**config.mk**
```make
export PLATFORM = sky130hd
export DESIGN_NAME = rp_spi_trig_rx
export DESIGN_NICKNAME = d
export VERILOG_FILES = /design/src/rtl/rp_spi_pkg.sv /design/src/rtl/rp_spi_sync.sv /design/src/rtl/rp_spi_trig_rx.sv
export SDC_FILE = /design/constraint.sdc
export NUM_CORES = 1
export LEC_CHECK = 0
export ABC_AREA = 1
export CORE_UTILIZATION = 50
export DETAILED_ROUTE_END_ITERATION = 12
export GPL_TIMING_DRIVEN = 0
export PLACE_DENSITY = 0.77
export SETUP_SLACK_MARGIN = 0.02
export SYNTH_ARGS = -nofsm -noshare
export SYNTH_HDL_FRONTEND = slang
export SYNTH_SLANG_ARGS = --single-unit
```
**constraint.sdc**
```tcl
create_clock -name clk -period 3.9 [get_ports clk]
set_input_delay 0.78 -clock clk [delete_from_list [all_inputs] [get_ports clk]]
set_output_delay 0.78 -clock clk [all_outputs]
set_load 0.01 [all_outputs]
```
**src/rtl/rp_spi_pkg.sv**
```systemverilog
// ---------------------------------------------------------------------------
// rp_spi_pkg
// Shared definitions for the SPI trigger receiver slice:
//   spi_rx_state_t : receiver FSM states
//   DEF_OPW        : default opcode field width
//   DEF_TRIG_OP    : default opcode value that fires a trigger
//   TRIG_CNT_W     : width of the wrapping trigger counter
// ---------------------------------------------------------------------------
package rp_spi_pkg;

   typedef enum logic [1:0] {
      WAIT_IDLE = 2'd0,  // after reset: wait for cs high so a partial frame is skipped
      IDLE      = 2'd1,  // cs high, waiting for a frame to start
      SHIFT     = 2'd2   // cs low, shifting bits in and out
   } spi_rx_state_t;

   localparam int         DEF_OPW     = 4;
   localparam logic [3:0] DEF_TRIG_OP = 4'hA;
   localparam int         TRIG_CNT_W  = 16;

endpackage

```
**src/rtl/rp_spi_sync.sv**
```systemverilog
// ---------------------------------------------------------------------------
// rp_spi_sync
// Two-flop synchronizer for one asynchronous input, followed by a register
// stage that produces the synchronized level together with registered
// rise/fall strobes. Level and strobes change on the same clk edge, so a
// consumer sees a strobe and the matching level in the same cycle.
//   clk  : system clock
//   rst  : synchronous active-high reset (all stages to 0)
//   d    : asynchronous input
//   q    : synchronized level
//   rise : one-cycle strobe on a 0->1 transition of q
//   fall : one-cycle strobe on a 1->0 transition of q
// ---------------------------------------------------------------------------
module rp_spi_sync (
   input  logic clk,
   input  logic rst,
   input  logic d,
   output logic q,
   output logic rise,
   output logic fall
);

   logic [1:0] meta;

   // NOTE: sequential state is always assigned with <= so every flop samples
   // the pre-edge value of its neighbour; with = the chain would collapse.
   always_ff @(posedge clk) begin
      if (rst) begin
         meta <= '0;
         q    <= 1'b0;
         rise <= 1'b0;
         fall <= 1'b0;
      end else begin
         meta <= {meta[0], d};
         q    <= meta[1];
         rise <= meta[1] & ~q;
         fall <= ~meta[1] & q;
      end
   end

endmodule

```
**src/rtl/rp_spi_trig_rx.sv**
```systemverilog
// ---------------------------------------------------------------------------
// rp_spi_trig_rx
// SPI mode-0 slave receiver, oversampled in the clk domain. Each frame of
// exactly DW bits is presented on rx_data with a one-cycle rx_valid; frames
// whose top OPW bits equal TRIG_OP also pulse trig and bump trig_cnt.
// Frames of any other length pulse err_len and leave rx_data untouched.
//   clk      : system clock
//   rst      : synchronous active-high reset
//   cs       : chip select, active low (asynchronous)
//   sclk     : SPI clock, CPOL=0 CPHA=0 (asynchronous)
//   mosi     : serial data in, MSB first
//   miso     : serial data out, MSB first; 0 outside a frame
//   tx_data  : word to transmit, sampled at the start of each frame
//   rx_data  : last correctly sized received word
//   rx_valid : one-cycle pulse when rx_data updates
//   trig     : one-cycle pulse with rx_valid when the opcode matches
//   trig_cnt : number of triggers fired, wrapping
//   err_len  : one-cycle pulse when a frame ends with the wrong bit count
// ---------------------------------------------------------------------------
module rp_spi_trig_rx
   import rp_spi_pkg::*;
#(
   parameter int             DW      = 16,
   parameter int             OPW     = DEF_OPW,
   parameter logic [OPW-1:0] TRIG_OP = DEF_TRIG_OP
) (
   input  logic                  clk,
   input  logic                  rst,
   input  logic                  cs,
   input  logic                  sclk,
   input  logic                  mosi,
   output logic                  miso,
   input  logic [DW-1:0]         tx_data,
   output logic [DW-1:0]         rx_data,
   output logic                  rx_valid,
   output logic                  trig,
   output logic [TRIG_CNT_W-1:0] trig_cnt,
   output logic                  err_len
);

   // Bit counter must reach DW+1 so an over-long frame stays distinguishable
   // from a correct one no matter how many extra clocks arrive.
   localparam int            CW       = $clog2(DW + 2);
   localparam logic [CW-1:0] CNT_FULL = CW'(DW);
   localparam logic [CW-1:0] CNT_SAT  = CW'(DW + 1);

   // ------------------------------------------------------------------
   // Input synchronization
   // ------------------------------------------------------------------
   logic cs_s, cs_rise, cs_fall;
   logic sclk_s_unused, sclk_rise, sclk_fall;
   logic mosi_s, mosi_rise_unused, mosi_fall_unused;

   rp_spi_sync u_sync_cs (
      .clk  (clk),
      .rst  (rst),
      .d    (cs),
      .q    (cs_s),
      .rise (cs_rise),
      .fall (cs_fall)
   );

   rp_spi_sync u_sync_sclk (
      .clk  (clk),
      .rst  (rst),
      .d    (sclk),
      .q    (sclk_s_unused),
      .rise (sclk_rise),
      .fall (sclk_fall)
   );

   rp_spi_sync u_sync_mosi (
      .clk  (clk),
      .rst  (rst),
      .d    (mosi),
      .q    (mosi_s),
      .rise (mosi_rise_unused),
      .fall (mosi_fall_unused)
   );

   // ------------------------------------------------------------------
   // State and datapath registers
   // ------------------------------------------------------------------
   spi_rx_state_t         state, state_nxt;
   // The MSB of tx_data goes straight to miso at frame start, so the
   // shifter only holds the remaining DW-1 bits.
   logic [DW-2:0]         tx_sh, tx_sh_nxt;
   logic [DW-1:0]         rx_sh, rx_sh_nxt;
   logic [CW-1:0]         bit_cnt, bit_cnt_nxt;
   logic                  miso_nxt;
   logic [DW-1:0]         rx_data_nxt;
   logic                  rx_valid_nxt, trig_nxt, err_len_nxt;
   logic [TRIG_CNT_W-1:0] trig_cnt_nxt;
   logic [OPW-1:0]        opcode;

   always_ff @(posedge clk) begin
      if (rst) begin
         state    <= WAIT_IDLE;
         tx_sh    <= '0;
         rx_sh    <= '0;
         bit_cnt  <= '0;
         miso     <= 1'b0;
         rx_data  <= '0;
         rx_valid <= 1'b0;
         trig     <= 1'b0;
         err_len  <= 1'b0;
         trig_cnt <= '0;
      end else begin
         state    <= state_nxt;
         tx_sh    <= tx_sh_nxt;
         rx_sh    <= rx_sh_nxt;
         bit_cnt  <= bit_cnt_nxt;
         miso     <= miso_nxt;
         rx_data  <= rx_data_nxt;
         rx_valid <= rx_valid_nxt;
         trig     <= trig_nxt;
         err_len  <= err_len_nxt;
         trig_cnt <= trig_cnt_nxt;
      end
   end

   // ------------------------------------------------------------------
   // Next-state / datapath logic
   // ------------------------------------------------------------------
   // NOTE: every signal written here gets a default on the first lines so no
   // path through the case leaves one unassigned and infers a latch.
   always_comb begin
      state_nxt    = state;
      tx_sh_nxt    = tx_sh;
      rx_sh_nxt    = rx_sh;
      bit_cnt_nxt  = bit_cnt;
      miso_nxt     = 1'b0;
      rx_data_nxt  = rx_data;
      rx_valid_nxt = 1'b0;
      trig_nxt     = 1'b0;
      err_len_nxt  = 1'b0;
      trig_cnt_nxt = trig_cnt;
      opcode       = rx_sh[DW-1 -: OPW];

      case (state)
         WAIT_IDLE: begin
            if (cs_s) begin
               state_nxt = IDLE;
            end
         end

         IDLE: begin
            if (cs_fall) begin
               state_nxt   = SHIFT;
               tx_sh_nxt   = tx_data[DW-2:0];
               bit_cnt_nxt = '0;
               miso_nxt    = tx_data[DW-1];
            end
         end

         SHIFT: begin
            miso_nxt = miso;

            if (sclk_rise) begin
               rx_sh_nxt = {rx_sh[DW-2:0], mosi_s};
               if (bit_cnt != CNT_SAT) begin
                  bit_cnt_nxt = bit_cnt + 1'b1;
               end
            end

            // Zeros shift in behind the data, so miso reads 0 once all
            // DW bits have gone out.
            if (sclk_fall) begin
               miso_nxt  = tx_sh[DW-2];
               tx_sh_nxt = {tx_sh[DW-3:0], 1'b0};
            end

            // Evaluate on the post-capture values so a bit clocked in the
            // same cycle as the cs rise still counts toward the frame.
            if (cs_rise) begin
               state_nxt = IDLE;
               miso_nxt  = 1'b0;
               opcode    = rx_sh_nxt[DW-1 -: OPW];
               if (bit_cnt_nxt == CNT_FULL) begin
                  rx_data_nxt  = rx_sh_nxt;
                  rx_valid_nxt = 1'b1;
                  if (opcode == TRIG_OP) begin
                     trig_nxt     = 1'b1;
                     trig_cnt_nxt = trig_cnt + 1'b1;
                  end
               end else begin
                  err_len_nxt = 1'b1;
               end
            end
         end

         default: begin
            state_nxt = WAIT_IDLE;
         end
      endcase
   end

endmodule
```
==> metrics <==
Switching Fraction 32.5%; hpwl dp 6.55 mm; Buffers on Ports 55; Fill cells 696; CP required 4.12 ns; Post-CTS Setup Bufs 0; Sw Pwr 727 uW; Area growth syn-to-layout 22.1%; Adder-Cell Fraction of Synth Area 2.18%; hold_buf cts 0; area of the mapped netlist 4020 sq um; Clock transition at path regs 0.08 ns; Detailed Route WL 8.98 mm; Period Utilization, post-route 58.7%; # nets final 657; layout cells sized above 1 5.36%; gpl congestion 0.880; PwrDens 456 nW/um^2; via count 3810; TNS Setup 0 ns; Worst IR Drop VDD 239 uV; RSZ-0062 raised after global routing no; top-area cell type share of the netlist area 43.4%; startpoint class of the critical path register; clock latency on the worst-skew pair 0.36 ns; CP dominant cell by count o21ai_0; most common cell after layout, fill and taps aside nand2_1; largest net degree at the start of global routing 15; Min Clock Period, post-route 2.29 ns; post-route ant nets 0; Die W 91.6 microns; area leader, netlist dfxtp_1; Starting Density 52.0%; hold_ws 0.408 ns; HP Class reg -> reg; post-cts sizing count 0; Fin. Hold Viols 0; largest family of logic cells by synthesized area simple AND/OR/NAND/NOR gates; Arrival @ worst endpoint 2.51 ns; post-synthesis register bit count 87; fin. max-slew vios 0; LEAKAGE 0.00195 uW; actual slew at the worst max-slew pin 0.746 ns; Syn. warnings 0; clock root buffer clkbuf_8; # setup viols final 0; Inserted Clock Buffers 9; Buf+Inv Stages, Crit Path 3; Final Skew 0.0117 ns; Synth area leaders dfxtp_1, nand2_1, o21ai_0, inv_1, nor2_1; initial antenna violation count 0; Storage cell area 1740 sq um; DRT iter0 DRCs 260; H-tree Lvls 3; Die Y 91.6 microns; drt drc 0; Crit. End Element register; number of global-route vias before repair 3540; crit-path cells inv_1 -> ha_1 -> buf_2 -> o21ai_0 -> a21oi_1 -> clkbuf_1 -> o21ai_0 -> a31oi_1; worst-path maximum fanout 10; clock network power share 29.1%; Max stage delay on crit path 0.62 ns; first drt pass iteration count 5; Max-slew headroom 49.8%; crit path kind reg -> reg; mux contribution to synthesized area 0%; drt wl/cell 12.2 microns; IO Count 57; FF-to-FF setup slack 1.61 ns; Synth Area in Compound Gates 16.7%; Synth Net Count 591; CTS sink cnt 87; fmax 437 MHz; synthesized area per cell 7.13 sq um; Row Count 32; grt ovf 0; most frequent cells in the layout nand2_1, dfxtp_1, inv_1; sequential share of the synthesized area 43.4%; Distinct cells, synth 32; Core Area 7730 sq um; outcome finished, final reports clean; Multi-input gate area 1850 sq um; maximum clock insertion buffer count 2; first-pass GRT wire length 15.5 mm; internal power 1510 uW; simple-gate area share of the yosys netlist 25.4%; vias per cell 5.18; Overall Global Routing Usage 22.8%; Syn Inst Count 563; Comb power frac 23.4%; Crit-path slowest cell o21ai_0; Max-Cap Viols 0; CP top delay family compound AO/OA/AOI/OAI gates; Die ar. 8390 sq um; Antenna diodes 0; Reg power frac 47.5%; CTS tree done; Post-Synth XOR/XNOR Area 1.75%
[layout make-up]
type | instances | share of cell area [%]
multi-input cells | 374 | 37.7
flip-flops and latches | 87 | 35.5
repair buffers | 55 | 11.2
inverters | 73 | 5.62
clock buffers | 12 | 3.16
plain buffers | 29 | 3.09
well taps | 102 | 2.60
clock inverters | 4 | 1.10
[logic make-up after synthesis]
family	count (synthesis)
flops	87
compound gates	126
xor+xnor	8
simple gates	233
buf+inv	102
fa+ha+maj	7
[power by group through the flow]
stage	clock network (uW)	logic, uW	registers [uW]
finish	650	523	1060
global route	702	602	1080
CTS	666	518	1060
detailed placement	0	515	1080
global placement	0	494	1070
floorplan	0	382	1070
[flip-flops by register name (all words and copies together), names as in the netlist, 2 cells and up]
name              flops
rx_data              16
rx_sh                16
trig_cnt             16
tx_sh                15
bit_cnt               5
state                 2
u_sync_cs.meta        2
u_sync_mosi.meta      2
u_sync_sclk.meta      2
[per-stage QoR]
stage / cell area [sq um] / total power (uW) / utilization [%] / setup slack, ns / instances
CTS: 4900 / 2240 / 63.4 / 1.64 / 736
finish: 4900 / 2240 / 63.4 / 1.61 / 736
global route: 4900 / 2380 / 63.4 / 1.37 / 736
floorplan: 4020 / 1450 / - / 2.13 / 563
detailed placement: 4690 / 1600 / 60.7 / 1.65 / 720
global placement: 4690 / 1570 / 60.7 / 1.70 / 720
[cell usage after synthesis (all sizes together)]
library cell / number
ha: 7
nor2: 68
dfxtp: 87
a21oi: 41
a32o: 1
nand4: 19
o211ai: 2
and2: 1
nand2: 122
a31oi: 14
nor3: 5
o21a: 2
nand3b: 2
clkinv: 2
inv: 71
clkbuf: 20
o21ai: 66
nand3: 16
xor2: 5
buf: 9
xnor2: 3
[path summary, 6_finish.rpt]
check,start,end,depth (start not counted)
worst max register to register,state[0]$_SDFFE_PP0P_,tx_sh[8]$_SDFFE_PP0P_,8
worst min-delay path,u_sync_cs.meta[0]$_SDFF_PP0_,u_sync_cs.meta[1]$_SDFF_PP0_,2
worst min register to register,u_sync_cs.meta[0]$_SDFF_PP0_,u_sync_cs.meta[1]$_SDFF_PP0_,2
worst max-delay path,state[0]$_SDFFE_PP0P_,tx_sh[8]$_SDFFE_PP0P_,8
[worst register-to-register path, cell delays in order, from the launching register on]
cell and delay (ns):
dfxtp_1 0.38, inv_1 0.10, ha_1 0.19, buf_2 0.17, o21ai_0 0.62, a21oi_1 0.14, clkbuf_1 0.26, o21ai_0 0.22
a31oi_1 0.07
[per-layer routing]
| layer | wire length [microns] | track usage, % | vias to the layer above |
|---|---|---|---|
| li1 | - | - | 1944 |
| met1 | 3980 | 27.0 | 1758 |
| met2 | 4510 | 40.5 | 96 |
| met3 | 359 | 3.48 | 12 |
| met4 | 137 | 10.4 | 0 |
| met5 | 0 | 0 | - |
No activity file was read; power rests on OpenSTA's default activity.
